==> config.mk <==
export PLATFORM = sky130hd
export DESIGN_NAME = vcr_ovc_credit_ctrl
export DESIGN_NICKNAME = d
export VERILOG_FILES = /design/src/rtl/vcr_ovc_credit_ctrl.sv
export SDC_FILE = /design/constraint.sdc
export NUM_CORES = 1
export LEC_CHECK = 0
export ABC_AREA = 0
export BUFFER_PORTS_ARGS = -buffer_cell sky130_fd_sc_hd__buf_2
export CORE_MARGIN = 2
export CORE_UTILIZATION = 40
export DETAILED_ROUTE_END_ITERATION = 10
export GPL_ROUTABILITY_DRIVEN = 0
export PLACE_DENSITY = 0.58
export SYNTH_ARGS = -nofsm -noshare
export SYNTH_HDL_FRONTEND = slang
export SYNTH_SLANG_ARGS = --single-unit
==> constraint.sdc <==
create_clock -name clk -period 3.95 [get_ports clk]
set_input_delay 0 -clock clk [delete_from_list [all_inputs] [get_ports clk]]
set_output_delay 0 -clock clk [all_outputs]
set_load 0.03 [all_outputs]
==> src/rtl/vcr_ovc_credit_ctrl.sv <==
// vcr_ovc_credit_ctrl: output-port OVC state and credit tracker.
// Two banks of num_vcs OVCs, private and shared. Each OVC is a small lane
// with an IDLE/ALLOC/DRAIN FSM and an occupancy counter. The shared bank
// also draws from one common pool of downstream slots.
// All outputs are decoded from registers only.

module vcr_ovc_credit_lane #(
  parameter int LIMIT = 8
) (
  input  logic clk,
  input  logic reset,
  input  logic gnt,
  input  logic flit,
  input  logic flit_tail,
  input  logic flit_blk,
  input  logic cred,
  output logic idle,
  output logic room,
  output logic flit_acc,
  output logic cred_acc,
  output logic err
);
  localparam int W = $clog2(LIMIT + 1);
  localparam logic [W-1:0] LIM = W'(LIMIT);

  typedef enum logic [1:0] {IDLE = 2'd0, ALLOC = 2'd1, DRAIN = 2'd2} state_e;

  state_e         state_q, state_d;
  // Flits outstanding downstream. The private credit count is LIMIT - used.
  logic [W-1:0]   used_q, used_d;
  logic           gnt_ok, can_send;

  // Accept or reject this cycle's events; offending events leave state alone.
  always_comb begin
    gnt_ok   = gnt && (state_q == IDLE);
    // A flit may ride along with the grant that opens the packet.
    can_send = (state_q == ALLOC) || gnt_ok;
    flit_acc = flit && !flit_blk && can_send && (used_q != LIM);
    cred_acc = cred && (used_q != '0);
    err      = (gnt && !gnt_ok) ||
               (flit && (!can_send || (used_q == LIM))) ||
               (cred && (used_q == '0));
    used_d   = used_q;
    if (flit_acc && !cred_acc)      used_d = used_q + W'(1);
    else if (cred_acc && !flit_acc) used_d = used_q - W'(1);
  end

  // Next-state: a credit landing this cycle already counts toward drain done.
  always_comb begin
    state_d = state_q;
    case (state_q)
      IDLE:    if (gnt_ok) state_d = (flit_acc && flit_tail) ? DRAIN : ALLOC;
      ALLOC:   if (flit_acc && flit_tail) state_d = DRAIN;
      DRAIN:   if (used_d == '0) state_d = IDLE;
      default: state_d = IDLE;
    endcase
  end

  // State and occupancy registers.
  always_ff @(posedge clk or negedge reset) begin
    if (!reset) begin
      state_q <= IDLE;
      used_q  <= '0;
    end else begin
      state_q <= state_d;
      used_q  <= used_d;
    end
  end

  // Registered-only status toward the allocator.
  always_comb begin
    idle = (state_q == IDLE);
    room = (used_q != LIM);
  end
endmodule

module vcr_ovc_credit_ctrl #(
  parameter int num_vcs           = 15,
  parameter int credits_per_vc    = 8,
  parameter int shared_credits    = 16,
  parameter int max_shared_per_vc = 4,
  localparam int PW = $clog2(shared_credits + 1)
) (
  input  logic               clk,
  input  logic               reset,
  input  logic [num_vcs-1:0] vc_gnt_ovc,
  input  logic [num_vcs-1:0] vc_gnt_shared_ovc,
  input  logic               flit_valid,
  input  logic [num_vcs-1:0] flit_sel_ovc,
  input  logic               flit_sel_shared,
  input  logic               flit_tail,
  input  logic               cred_valid,
  input  logic [num_vcs-1:0] cred_sel_ovc,
  input  logic               cred_shared,
  output logic [num_vcs-1:0] elig_ovc,
  output logic [num_vcs-1:0] elig_shared_ovc,
  output logic [num_vcs-1:0] free_ovc,
  output logic [num_vcs-1:0] free_shared_ovc,
  output logic [PW-1:0]      pool_count,
  output logic               error
);
  localparam logic [PW-1:0] POOL_MAX = PW'(shared_credits);

  logic               flit_ok, cred_ok, pool_err;
  logic [num_vcs-1:0] pf, sf, pc, sc;
  logic [num_vcs-1:0] p_err, s_err, s_room;
  logic [num_vcs-1:0] p_facc, p_cacc, s_facc, s_cacc;
  logic [PW-1:0]      pool_q, pool_d;
  logic               err_q, err_d;
  logic               acc_unused;

  // The private bank has no pool, so its acceptance strobes go nowhere.
  assign acc_unused = ^{p_facc, p_cacc};

  // Route qualified flit/credit strobes to the addressed bank; a malformed
  // select is dropped entirely.
  always_comb begin
    flit_ok  = flit_valid && $onehot(flit_sel_ovc);
    cred_ok  = cred_valid && $onehot(cred_sel_ovc);
    pool_err = flit_ok && flit_sel_shared && (pool_q == '0);
    pf = (flit_ok && !flit_sel_shared) ? flit_sel_ovc : '0;
    sf = (flit_ok &&  flit_sel_shared) ? flit_sel_ovc : '0;
    pc = (cred_ok && !cred_shared)     ? cred_sel_ovc : '0;
    sc = (cred_ok &&  cred_shared)     ? cred_sel_ovc : '0;
  end

  for (genvar v = 0; v < num_vcs; v++) begin : g_vc
    vcr_ovc_credit_lane #(.LIMIT(credits_per_vc)) u_priv (
      .clk(clk), .reset(reset), .gnt(vc_gnt_ovc[v]), .flit(pf[v]),
      .flit_tail(flit_tail), .flit_blk(1'b0), .cred(pc[v]),
      .idle(elig_ovc[v]), .room(free_ovc[v]), .flit_acc(p_facc[v]),
      .cred_acc(p_cacc[v]), .err(p_err[v])
    );
    vcr_ovc_credit_lane #(.LIMIT(max_shared_per_vc)) u_shrd (
      .clk(clk), .reset(reset), .gnt(vc_gnt_shared_ovc[v]), .flit(sf[v]),
      .flit_tail(flit_tail), .flit_blk(pool_err), .cred(sc[v]),
      .idle(elig_shared_ovc[v]), .room(s_room[v]), .flit_acc(s_facc[v]),
      .cred_acc(s_cacc[v]), .err(s_err[v])
    );
  end

  // Pool nets accepted shared flits against accepted shared credits.
  always_comb begin
    pool_d = pool_q;
    if ((|s_facc) && !(|s_cacc))
      pool_d = pool_q - PW'(1);
    else if ((|s_cacc) && !(|s_facc) && (pool_q != POOL_MAX))
      pool_d = pool_q + PW'(1);
    err_d = err_q | pool_err | (|p_err) | (|s_err) |
            (flit_valid && !$onehot(flit_sel_ovc)) |
            (cred_valid && !$onehot(cred_sel_ovc));
  end

  // Pool and sticky error registers.
  always_ff @(posedge clk or negedge reset) begin
    if (!reset) begin
      pool_q <= POOL_MAX;
      err_q  <= 1'b0;
    end else begin
      pool_q <= pool_d;
      err_q  <= err_d;
    end
  end

  // Shared availability needs both pool space and per-OVC headroom.
  always_comb begin
    free_shared_ovc = s_room & {num_vcs{pool_q != '0}};
    pool_count      = pool_q;
    error           = err_q;
  end
endmodule
==> out/metrics.csv, run 1 <==
metric;value;unit
power_density;603.0;mW/mm²
crit_path_max_incr_delay;0.53;ns
synth-main-ff-cell;dfrtp_1;
cap_violations;0;
cts_tree;built;
layout-drive-gt1-share;0.3970;
yosysWarningCount;0;
arrival;5.30;ns
routed_wl;49.94;mm
async_flop_share;1.000;
leakage;8.868;nW
grt_pass1_wl;75.89;mm
clock_latency;0.47;ns
multi_input_area;0.01007;mm²
hold_violations;0;
period_share;1.240;
setup_slack;-0.9498;ns
grt_remaining_overflow;0;
fmax;0.2041;GHz
synth_cell_types;78;
setup_violations;163;
dp_hpwl;36.73;mm
seq_area;0.004280;mm²
row_count;67;
ff2ff_setup_slack;0.29;ns
wl_per_cell;20.52;µm
ant_nets;0;
netlist_area;0.01348;mm²
synth_edf_count;0;
status;complete, but fails checks;
fin_crit;4.900;ns
violations;negative setup slack;
nNetsFinal;2142;
grt_usage;0.2787;
drc;0;
cts_buffer_depth;2;
antenna_found_initial;2;
cp_num_buf_inv;4;
cts_root_buf;clkbuf_16;
end_kind;register;
hold_class;in2reg;
hold_path_startpoint;vc_gnt_shared_ovc[2];
die_width;187.6;µm
cp-startpoint;cred_sel_ovc[5];
cts_buffers;17;
coreArea;0.03336;mm²
fillers;2859;
peakVddDrop;406.5;µV
htree_num_levels;4;
critPathMaxFanout;4;
die_h;187.6;µm
synth_fp_nets;1719;
vias;13900;
clk_pin_slew;0.07;ns
netlist_instances;1549;
rsz0062_at_grt;yes;
critPathTopFamily;adder cells;
grt_pass1_vias;13550;
finalClockSkew;0.01428;ns
placed_cells;2282;
yosysSeqAreaShare;0.3175;
cp_slowest_cell;fa_1;
cp-start-kind;primary input;
start_util;0.4040;
place_ws;-1.492;ns
areaGrowthSynthToFinish;48.53;%
fin_area;0.02002;mm²
io_buffers;132;
cts_sinks;171;
r2r-start;g_vc[11].u_shrd.used_q[0]$_DFF_PN0_;
tightest_slew;0.9927;ns
required;4.35;ns
crit_chain;buf_8 > fa_1 > fa_1 > fa_1 > inv_2 > fa_1 > fa_2 > inv_2 > fa_1 > or3_4 > buf_8 > nor3_4 > o31ai_4 > and2_4 > fa_2 > a21o_1 > a21oi_2 > or2_4 > mux2i_1 > o211a_1;
grt_max_degree;72;
via_per_inst;5.709;
dr.pass1.iters;6;
die_area;0.03519;mm²
crit_type;in2reg;
drt-initial-drc-count;1041;
synth_seq_cells;171;
ios;133;
dpl_cell_area;0.01674;mm²
max-slew-margin-rel;0.3312;
slew_violations;0;
avgSynthCellArea;8.703;µm²
path_common_cell;fa_1;
layoutNonFillerInstCount;2434;
==> where the power goes <==
part	internal, mW	total (mW)	switching, mW
Clock	0.945	1.76	0.810
Combinational	3.14	7.44	4.30
Sequential	2.20	2.88	0.678
Total	6.29	12.1	5.79
==> metal layers <==
layer	GRT usage	up-vias	wire [µm]
li1	-	6466	-
met1	0.3712	6802	21580
met2	0.4393	512	22870
met3	0.05241	114	3251
met4	0.1281	2	2234
met5	0	-	11
==> worst paths after layout <==
check	to	cells after the start
max	pool_count[4]$_DFFE_PN1P_	20
min	g_vc[2].u_shrd.state_q[1]$_DFFE_PN0P_	4
max reg2reg	pool_count[4]$_DFFE_PN1P_	14
min reg2reg	g_vc[6].u_priv.used_q[3]$_DFF_PN0_	1
max in group asynchronous	g_vc[1].u_shrd.used_q[2]$_DFF_PN0_	3
min in group asynchronous	g_vc[6].u_priv.used_q[3]$_DFF_PN0_	2
==> registers in the layout (all words and copies together), names as in the netlist <==
register	cells
error	1
g_vc.u_shrd.used_q	45
g_vc.u_shrd.state_q	30
g_vc.u_priv.used_q	60
pool_count	5
g_vc.u_priv.state_q	30
==> metrics by stage <==
stage                     utilization  power [mW]  hold WS (ns)  setup TNS, ns
final                          0.6001       12.07      0.002746         -87.77
after global routing           0.6001       12.76       0.02680        -112.03
after CTS                      0.5716       11.50      0.001697         -77.79
after detailed placement       0.5018       8.789       0.08375        -171.25
after global placement         0.5018       8.677       0.08261        -159.98
after floorplan                     -       6.826       -0.2956         -96.75
==> final cells by class <==
cell class,instances,area share
diodes,1,0.0001250
clock buffers,22,0.02418
clock inverters,10,0.005311
inverters,138,0.02606
multi-input cells,1161,0.5030
flip-flops and latches,171,0.2138
well taps,448,0.02799
repair buffers,483,0.1995
==> cell families (layout without fill, tap and decap cells) <==
| group | after synthesis | after routing | synth area share |
|---|---|---|---|
| multiplexers | 10 | 10 | 0.008075 |
| AND/OR/NAND/NOR | 565 | 565 | 0.2244 |
| adder cells (fa/ha/maj) | 103 | 103 | 0.1073 |
| XOR/XNOR | 78 | 78 | 0.05068 |
| AO/OA/AOI/OAI | 405 | 405 | 0.2188 |
| buffers and inverters | 217 | 653 | 0.07323 |
| flip-flops | 171 | 171 | 0.3175 |
| other | 0 | 1 | 0 |
==> layout by cell type, fill, tap and decap left out, types with 19 or more instances in the layout <==
master           n
a22oi_1         22
a21oi_1         49
o211ai_1        22
nand2b_1        33
nor4_1          24
o21ai_0         59
nand4_1         20
buf_2          126
nand2_1         79
nand3b_1        28
nor2b_1         19
a22oi_2         19
buf_4          210
dlygate4sd3_1   28
and3_1          21
nand3_1         53
o21ba_2         23
inv_1          131
dfrtp_1        170
xnor2_2         22
nor2_4          22
nor3_4          20
nor3_1          21
buf_6           97
xnor2_1         42
ha_1            80
nor2_1          79
==> cell usage after synthesis, drive strengths merged, types with 12 or more instances <==
cell type	n	area share
o21a	12	0.0067
nand4	20	0.0093
xnor2	65	0.042
nor4	40	0.019
nor3b	16	0.0089
or3	13	0.0060
and3	26	0.012
nand2	90	0.025
dfrtp	170	0.32
and2	18	0.0085
nand3	56	0.021
a22oi	41	0.023
nand2b	33	0.015
o21ba	23	0.017
a21oi	54	0.020
ha	82	0.076
fa	21	0.031
a22o	14	0.0091
buf	51	0.027
o211ai	22	0.012
nor2	118	0.033
nand3b	28	0.016
nor3	45	0.017
a2111oi	13	0.011
o31ai	29	0.016
xor2	13	0.0084
inv	138	0.038
clkbuf	28	0.0078
o21ai	78	0.029
or4	20	0.011
nor2b	22	0.010
==> tightest hold or removal path, stage by stage <==
cell and delay [ns]:
buf_2 0.11, o21ai_0 0.07, o22ai_1 0.11, o21a_1 0.14
==> timing repair <==
item / CTS / global route
cloned: 2 / 1
hold buffers: 28 / 0
endpoints found under the hold margin: 96 / 0
buffers inserted: 60 / 51
resized for setup: 214 / 157
pin swaps: 92 / 86
setup endpoints to repair: 171 / 171
Power figures use the tool's default switching activity.
==> run 2, diff against run 1 <==
==> constraint.sdc (replaced) <==
create_clock -name clk -period 5.6 [get_ports clk]
set_input_delay 0 -clock clk [delete_from_list [all_inputs] [get_ports clk]]
set_output_delay 0 -clock clk [all_outputs]
set_load 0.03 [all_outputs]
==> run 2 against run 1 <==
Net effect:
- the run now ends clean
- sequential share of layout area is 6.1 points higher
- die area is the same
- largest power group unchanged
- utilization is 13 points lower
- first-iteration DRC count is 1.6% higher
- clock skew shrank 0.0024 ns
- largest cell class unchanged
==> out/metrics.csv, run 2 (synthesis results as in run 1) <==
metric;value;unit;change
layout.cells.most_common;dfrtp_1;;was buf_4
fin_crit;5.202;ns;
routed_wl;44.09;mm;was 49.94 mm
required;5.99;ns;was 4.35 ns
tns;0;ns;was -87.77 ns
top_regs;g_vc.u_priv.used_q x60, g_vc.u_shrd.used_q x45;;unchanged
slew_violations;0;;unchanged
fin_area;0.01560;mm²;was 0.02002 mm²
critPathMaxFanout;4;;unchanged
die_h;187.6;µm;unchanged
via_per_inst;5.751;;was 5.709
wl_per_cell;20.25;µm;was 20.52 µm
placed_cells;2115;;was 2282
vias;12520;;was 13900
nNetsFinal;1884;;was 2142
min_path_cells;3;;was 4
layoutNonFillerInstCount;2177;;was 2434
arrival;5.59;ns;was 5.30 ns
rsz0062_at_grt;no;;was yes
dp_hpwl;34.45;mm;was 36.73 mm
cts_sinks;171;;unchanged
die_width;187.6;µm;unchanged
cts_buffers;17;;unchanged
cp-start-kind;primary input;;unchanged
coreArea;0.03336;mm²;unchanged
antenna_found_initial;1;;was 2
utilization;0.4674;;was 0.6001
clk_pin_slew;0.07;ns;about the same
grt_use_met2;0.3949;;was 0.4393
tightest_slew;0.9649;ns;was 0.9927 ns
power_density;443.7;mW/mm²;was 603.0 mW/mm²
grt_usage;0.2550;;was 0.2787
top_register;g_vc.u_priv.used_q;;unchanged
grt_busiest_layer;met2;;unchanged
io_buffers;132;;unchanged
htree_num_levels;4;;unchanged
max-slew-margin-rel;0.3401;;was 0.3312
largest_reg_flops;60;;unchanged
finalClockSkew;0.01186;ns;was 0.01428 ns
row_count;67;;unchanged
dr.pass1.iters;5;;was 6
grtUsageMet3;0.04941;;was 0.05241
ios;133;;unchanged
setup_violations;0;;was 163
start_util;0.4040;;unchanged
status;complete, no violations;;was complete, but fails checks
hold_ws;0.01618;ns;was 0.002746 ns
cts_setup_buffers;0;;was 60
clock_latency;0.45;ns;was 0.47 ns
hold_class;in2reg;;unchanged
grt_remaining_overflow;0;;unchanged
fmax;0.1922;GHz;
dpl_cell_area;0.01474;mm²;was 0.01674 mm²
leakage;6.755;nW;was 8.868 nW
end_kind;register;;unchanged
cts_buffer_depth;2;;unchanged
grt_pass1_wl;69.32;mm;was 75.89 mm
worstRegToRegCells;13;;was 14
hold_violations;0;;unchanged
cts_root_buf;clkbuf_16;;unchanged
ant_nets;0;;unchanged
grt_max_degree;60;;was 72
period_share;0.9289;;
die_area;0.03519;mm²;unchanged
cts_tree;built;;unchanged
drt-initial-drc-count;1058;;was 1041
crit_type;in2reg;;unchanged
drc;0;;unchanged
final_cell_mix;dfrtp_1 (170), inv_1 (138), buf_2 (131);;was buf_4 (210), dfrtp_1 (170), inv_1 (131)
use_met1;0.3456;;was 0.3712
layout-drive-gt1-share;0.1633;;was 0.3970
peakVddDrop;280.0;µV;was 406.5 µV
areaGrowthSynthToFinish;15.69;%;was 48.53%
cap_violations;0;;unchanged
grt_pass1_vias;12110;;was 13550
==> run 2: changes by cell type in the layout (fill, tap and decap cells not counted), sizes merged <==
cell | previous run | this run
clkinv | 5 | 8
clkbuf | 23 | 17
clkinvlp | 3 | 0
buf | 454 | 197
inv | 139 | 144
diode | 1 | 2
==> run 2: cell type report <==
cell class                      instances  area (µm²)
Fill cell                            3288       17770
Multi-Input combinational cell       1161        8218
Sequential cell                       171        4280
Timing Repair Buffer                  225        1448
Tap cell                              448       560.5
Inverter                              138       518.0
Clock buffer                           17       425.4
Clock inverter                         15       140.1
Antenna cell                            2       5.005
==> run 2: critical path, cell delays in order <==
cell,delay (ns)
buf_2,0.15
fa_1,0.58
fa_1,0.44
fa_1,0.53
inv_1,0.05
fa_1,0.44
fa_1,0.39
inv_1,0.08
fa_1,0.42
or3_1,0.47
nor3_1,0.32
buf_4,0.18
o31ai_1,0.10
and2_1,0.21
fa_1,0.40
a21o_1,0.16
a21oi_1,0.24
or2_2,0.15
mux2i_1,0.06
o211a_1,0.20
==> run 2: worst paths after layout <==
| path | to | slack (ns) | start |
|---|---|---|---|
| max | pool_count[4]$_DFFE_PN1P_ | 0.40 | cred_sel_ovc[0] |
| min | g_vc[14].u_shrd.state_q[0]$_DFFE_PN0P_ | 0.02 | vc_gnt_shared_ovc[14] |
| max reg2reg | pool_count[4]$_DFFE_PN1P_ | 2.22 | g_vc[1].u_shrd.used_q[0]$_DFF_PN0_ |
| min reg2reg | g_vc[3].u_shrd.used_q[0]$_DFF_PN0_ | 0.53 | g_vc[3].u_shrd.used_q[0]$_DFF_PN0_ |
| max in group asynchronous | g_vc[11].u_priv.state_q[1]$_DFFE_PN0P_ | 4.27 | reset |
| min in group asynchronous | g_vc[2].u_priv.state_q[0]$_DFFE_PN0P_ | 0.10 | reset |
==> run 2: where the power goes <==
group | switching (mW) | leakage, nW | internal, mW
registers | 0.435 | 2.15 | 1.55
clock network | 0.562 | 0.284 | 0.621
logic | 2.39 | 4.32 | 1.36
total | 3.39 | 6.75 | 3.53
==> run 2: what timing repair did <==
item                      in CTS  in global routing
hold endpoints to repair      83                  0
gates resized for setup        0                  0
hold buffers                  28                  0
==> run 2: stage by stage <==
step	total power, mW	setup slack (ns)
finish	6.919	0.3981
global placement	5.608	-0.01666
floorplan	4.504	0.01077
global route	7.422	0.07918
CTS	6.902	0.4370
detailed placement	5.660	-0.03911
==> run 2: metal layers <==
metal  vias to the layer above  part of all wire
met1                      6033              0.44
li1                       5943                 -
met3                        96             0.067
met2                       447              0.44
met5                         -                 0
met4                         0             0.044
==> run 3, diff against run 2 <==
--- a/config.mk
+++ b/config.mk
@@ -11,6 +11,7 @@
 export CORE_UTILIZATION = 40
 export DETAILED_ROUTE_END_ITERATION = 10
 export GPL_ROUTABILITY_DRIVEN = 0
+export HOLD_SLACK_MARGIN = 0.05
 export PLACE_DENSITY = 0.58
 export SYNTH_ARGS = -nofsm -noshare
 export SYNTH_HDL_FRONTEND = slang
==> run 3 against run 2 <==
Net effect:
- routed wire length rose by 0.29%
- critical path type unchanged
- highest routed layer unchanged
- maximum frequency barely moved
- largest power group unchanged
- critical path depth did not move
- sequential power barely moved
- critical endpoint unchanged
- final cell count rose by 0.18%
==> out/metrics.csv, run 3 (synthesis results as in run 1) <==
metric;value;unit;change
worstReg2RegEnd;pool_count[4]$_DFFE_PN1P_;;unchanged
path_common_cell;fa_1;;unchanged
peakVddDrop;282.8;µV;was 280.0 µV
tns;0;ns;unchanged
end_kind;register;;unchanged
worstRegToRegCells;13;;unchanged
cts_setup_buffers;0;;unchanged
layout.cells.most_common;dfrtp_1;;unchanged
finalClockSkew;0.01200;ns;was 0.01186 ns
io_buffers;132;;unchanged
cts_root_buf;clkbuf_16;;unchanged
layout-drive-gt1-share;0.1629;;was 0.1633
r2r-start;g_vc[1].u_shrd.used_q[0]$_DFF_PN0_;;unchanged
grt_max_degree;60;;unchanged
nNetsFinal;1888;;was 1884
routed_wl;44.21;mm;was 44.09 mm
ctsHoldBuffers;32;;was 28
grt_remaining_overflow;0;;unchanged
cts_buffer_depth;2;;unchanged
hold_ws;0.07925;ns;was 0.01618 ns
ff2ff_setup_slack;2.19;ns;was 2.22 ns
ant_nets;0;;unchanged
areaGrowthSynthToFinish;15.98;%;was 15.69%
wl_per_cell;20.27;µm;was 20.25 µm
fmax;0.1924;GHz;was 0.1922 GHz
finalPower;6.923;mW;was 6.919 mW
grt_pass1_wl;69.40;mm;was 69.32 mm
slew_violations;0;;unchanged
crit_type;in2reg;;unchanged
row_count;67;;unchanged
cp_num_buf_inv;4;;unchanged
top_regs;g_vc.u_priv.used_q x60, g_vc.u_shrd.used_q x45;;unchanged
largest_reg_flops;60;;unchanged
power_density;442.8;mW/mm²;was 443.7 mW/mm²
crit_path_max_incr_delay;0.58;ns;about the same
min_path_cells;5;;was 3
placed_cells;2115;;unchanged
drc;0;;unchanged
setup_violations;0;;unchanged
top_register;g_vc.u_priv.used_q;;unchanged
hold_path_startpoint;cred_sel_ovc[6];;was vc_gnt_shared_ovc[14]
ios;133;;unchanged
clk_pin_slew;0.07;ns;about the same
dpl_cell_area;0.01474;mm²;unchanged
cp_slowest_cell;fa_1;;unchanged
grt_pass1_vias;12130;;was 12110
htree_num_levels;4;;unchanged
utilization;0.4686;;was 0.4674
hold_end;g_vc[6].u_shrd.used_q[1]$_DFF_PN0_;;was g_vc[14].u_shrd.state_q[0]$_DFFE_PN0P_
cts_resized;0;;unchanged
grt_usage;0.2553;;was 0.2550
hold_class;in2reg;;unchanged
critPathMaxFanout;4;;unchanged
antenna_found_initial;1;;unchanged
final_cell_mix;dfrtp_1 (170), inv_1 (138), buf_2 (131);;unchanged
rsz0062_at_grt;no;;unchanged
cts_tree;built;;unchanged
dp_hpwl;34.45;mm;unchanged
cts_buffers;17;;unchanged
coreArea;0.03336;mm²;unchanged
start_util;0.4040;;unchanged
cap_violations;0;;unchanged
fin_area;0.01564;mm²;was 0.01560 mm²
drt-initial-drc-count;1072;;was 1058
die_width;187.6;µm;unchanged
crit_chain;buf_2 > fa_1 > fa_1 > fa_1 > inv_1 > fa_1 > fa_1 > inv_1 > fa_1 > or3_1 > nor3_1 > buf_4 > o31ai_1 > and2_1 > fa_1 > a21o_1 > a21oi_1 > or2_2 > mux2i_1 > o211a_1;;unchanged
max-slew-margin-rel;0.2957;;was 0.3401
setup_slack;0.4029;ns;was 0.3981 ns
required;5.99;ns;about the same
die_area;0.03519;mm²;unchanged
hold_violations;0;;unchanged
status;complete, no violations;;unchanged
dr.pass1.iters;5;;unchanged
tightest_slew;1.030;ns;was 0.9649 ns
place_ws;-0.03911;ns;unchanged
arrival;5.59;ns;about the same
fin_crit;5.197;ns;was 5.202 ns
cts_sinks;171;;unchanged
clock_latency;0.46;ns;was 0.45 ns
vias;12600;;was 12520
cp-start-kind;primary input;;unchanged
via_per_inst;5.779;;was 5.751
period_share;0.9281;;was 0.9289
critPathTopFamily;adder cells;;unchanged
layoutNonFillerInstCount;2181;;was 2177
die_h;187.6;µm;unchanged
leakage;6.771;nW;was 6.755 nW
-- run 3: changes by cell type in the layout (fill, tap and decap cells not counted), sizes merged --
cell,before,now
dlygate4sd3,28,32
-- run 3: worst max path at each step --
| stage | from | end | slack [ns] | cells after the start |
|---|---|---|---|---|
| after floorplan | cred_sel_ovc[0] | pool_count[4]$_DFFE_PN1P_ | 0.01 | 21 |
| after global placement | cred_sel_ovc[0] | pool_count[4]$_DFFE_PN1P_ | -0.02 | 20 |
| after detailed placement | cred_sel_ovc[0] | pool_count[4]$_DFFE_PN1P_ | -0.04 | 20 |
| after CTS | cred_sel_ovc[0] | pool_count[4]$_DFFE_PN1P_ | 0.44 | 20 |
| after global routing | cred_sel_ovc[0] | g_vc[11].u_priv.state_q[1]$_DFFE_PN0P_ | 0.08 | 17 |
| final | cred_sel_ovc[0] | pool_count[4]$_DFFE_PN1P_ | 0.40 | 20 |
-- run 3: worst register-to-register path, cell delays in order (launching register included) --
cell	delay, ns
dfrtp_1	0.44
inv_1	0.10
ha_1	0.22
inv_1	0.07
o21ai_0	0.41
nand4_1	0.24
o31ai_1	0.44
and2_1	0.28
ha_1	0.29
a21o_1	0.18
a21oi_1	0.24
or2_2	0.16
mux2i_1	0.06
o211a_1	0.20
-- run 3: layout make-up --
class                           instances  area [µm²]
Tap cell                              448       560.5
Sequential cell                       171        4280
Timing Repair Buffer                  229        1488
Multi-Input combinational cell       1161        8218
Clock buffer                           17       425.4
Clock inverter                         15       140.1
Antenna cell                            2       5.005
Fill cell                            3281       17730
Inverter                              138       518.0
-- run 3: metal layers --
metal	share of wire	vias up	global-route usage
met5	0	-	0
met4	0.047	0	0.1148
met3	0.069	115	0.04941
met2	0.44	464	0.3954
met1	0.45	6063	0.3459
li1	-	5961	-
-- run 3: power breakdown --
| group | switching (mW) | total, mW | internal (mW) |
|---|---|---|---|
| Sequential | 0.433 | 1.99 | 1.55 |
| Combinational | 2.39 | 3.75 | 1.36 |
| Clock | 0.569 | 1.19 | 0.621 |
| Total | 3.39 | 6.92 | 3.53 |
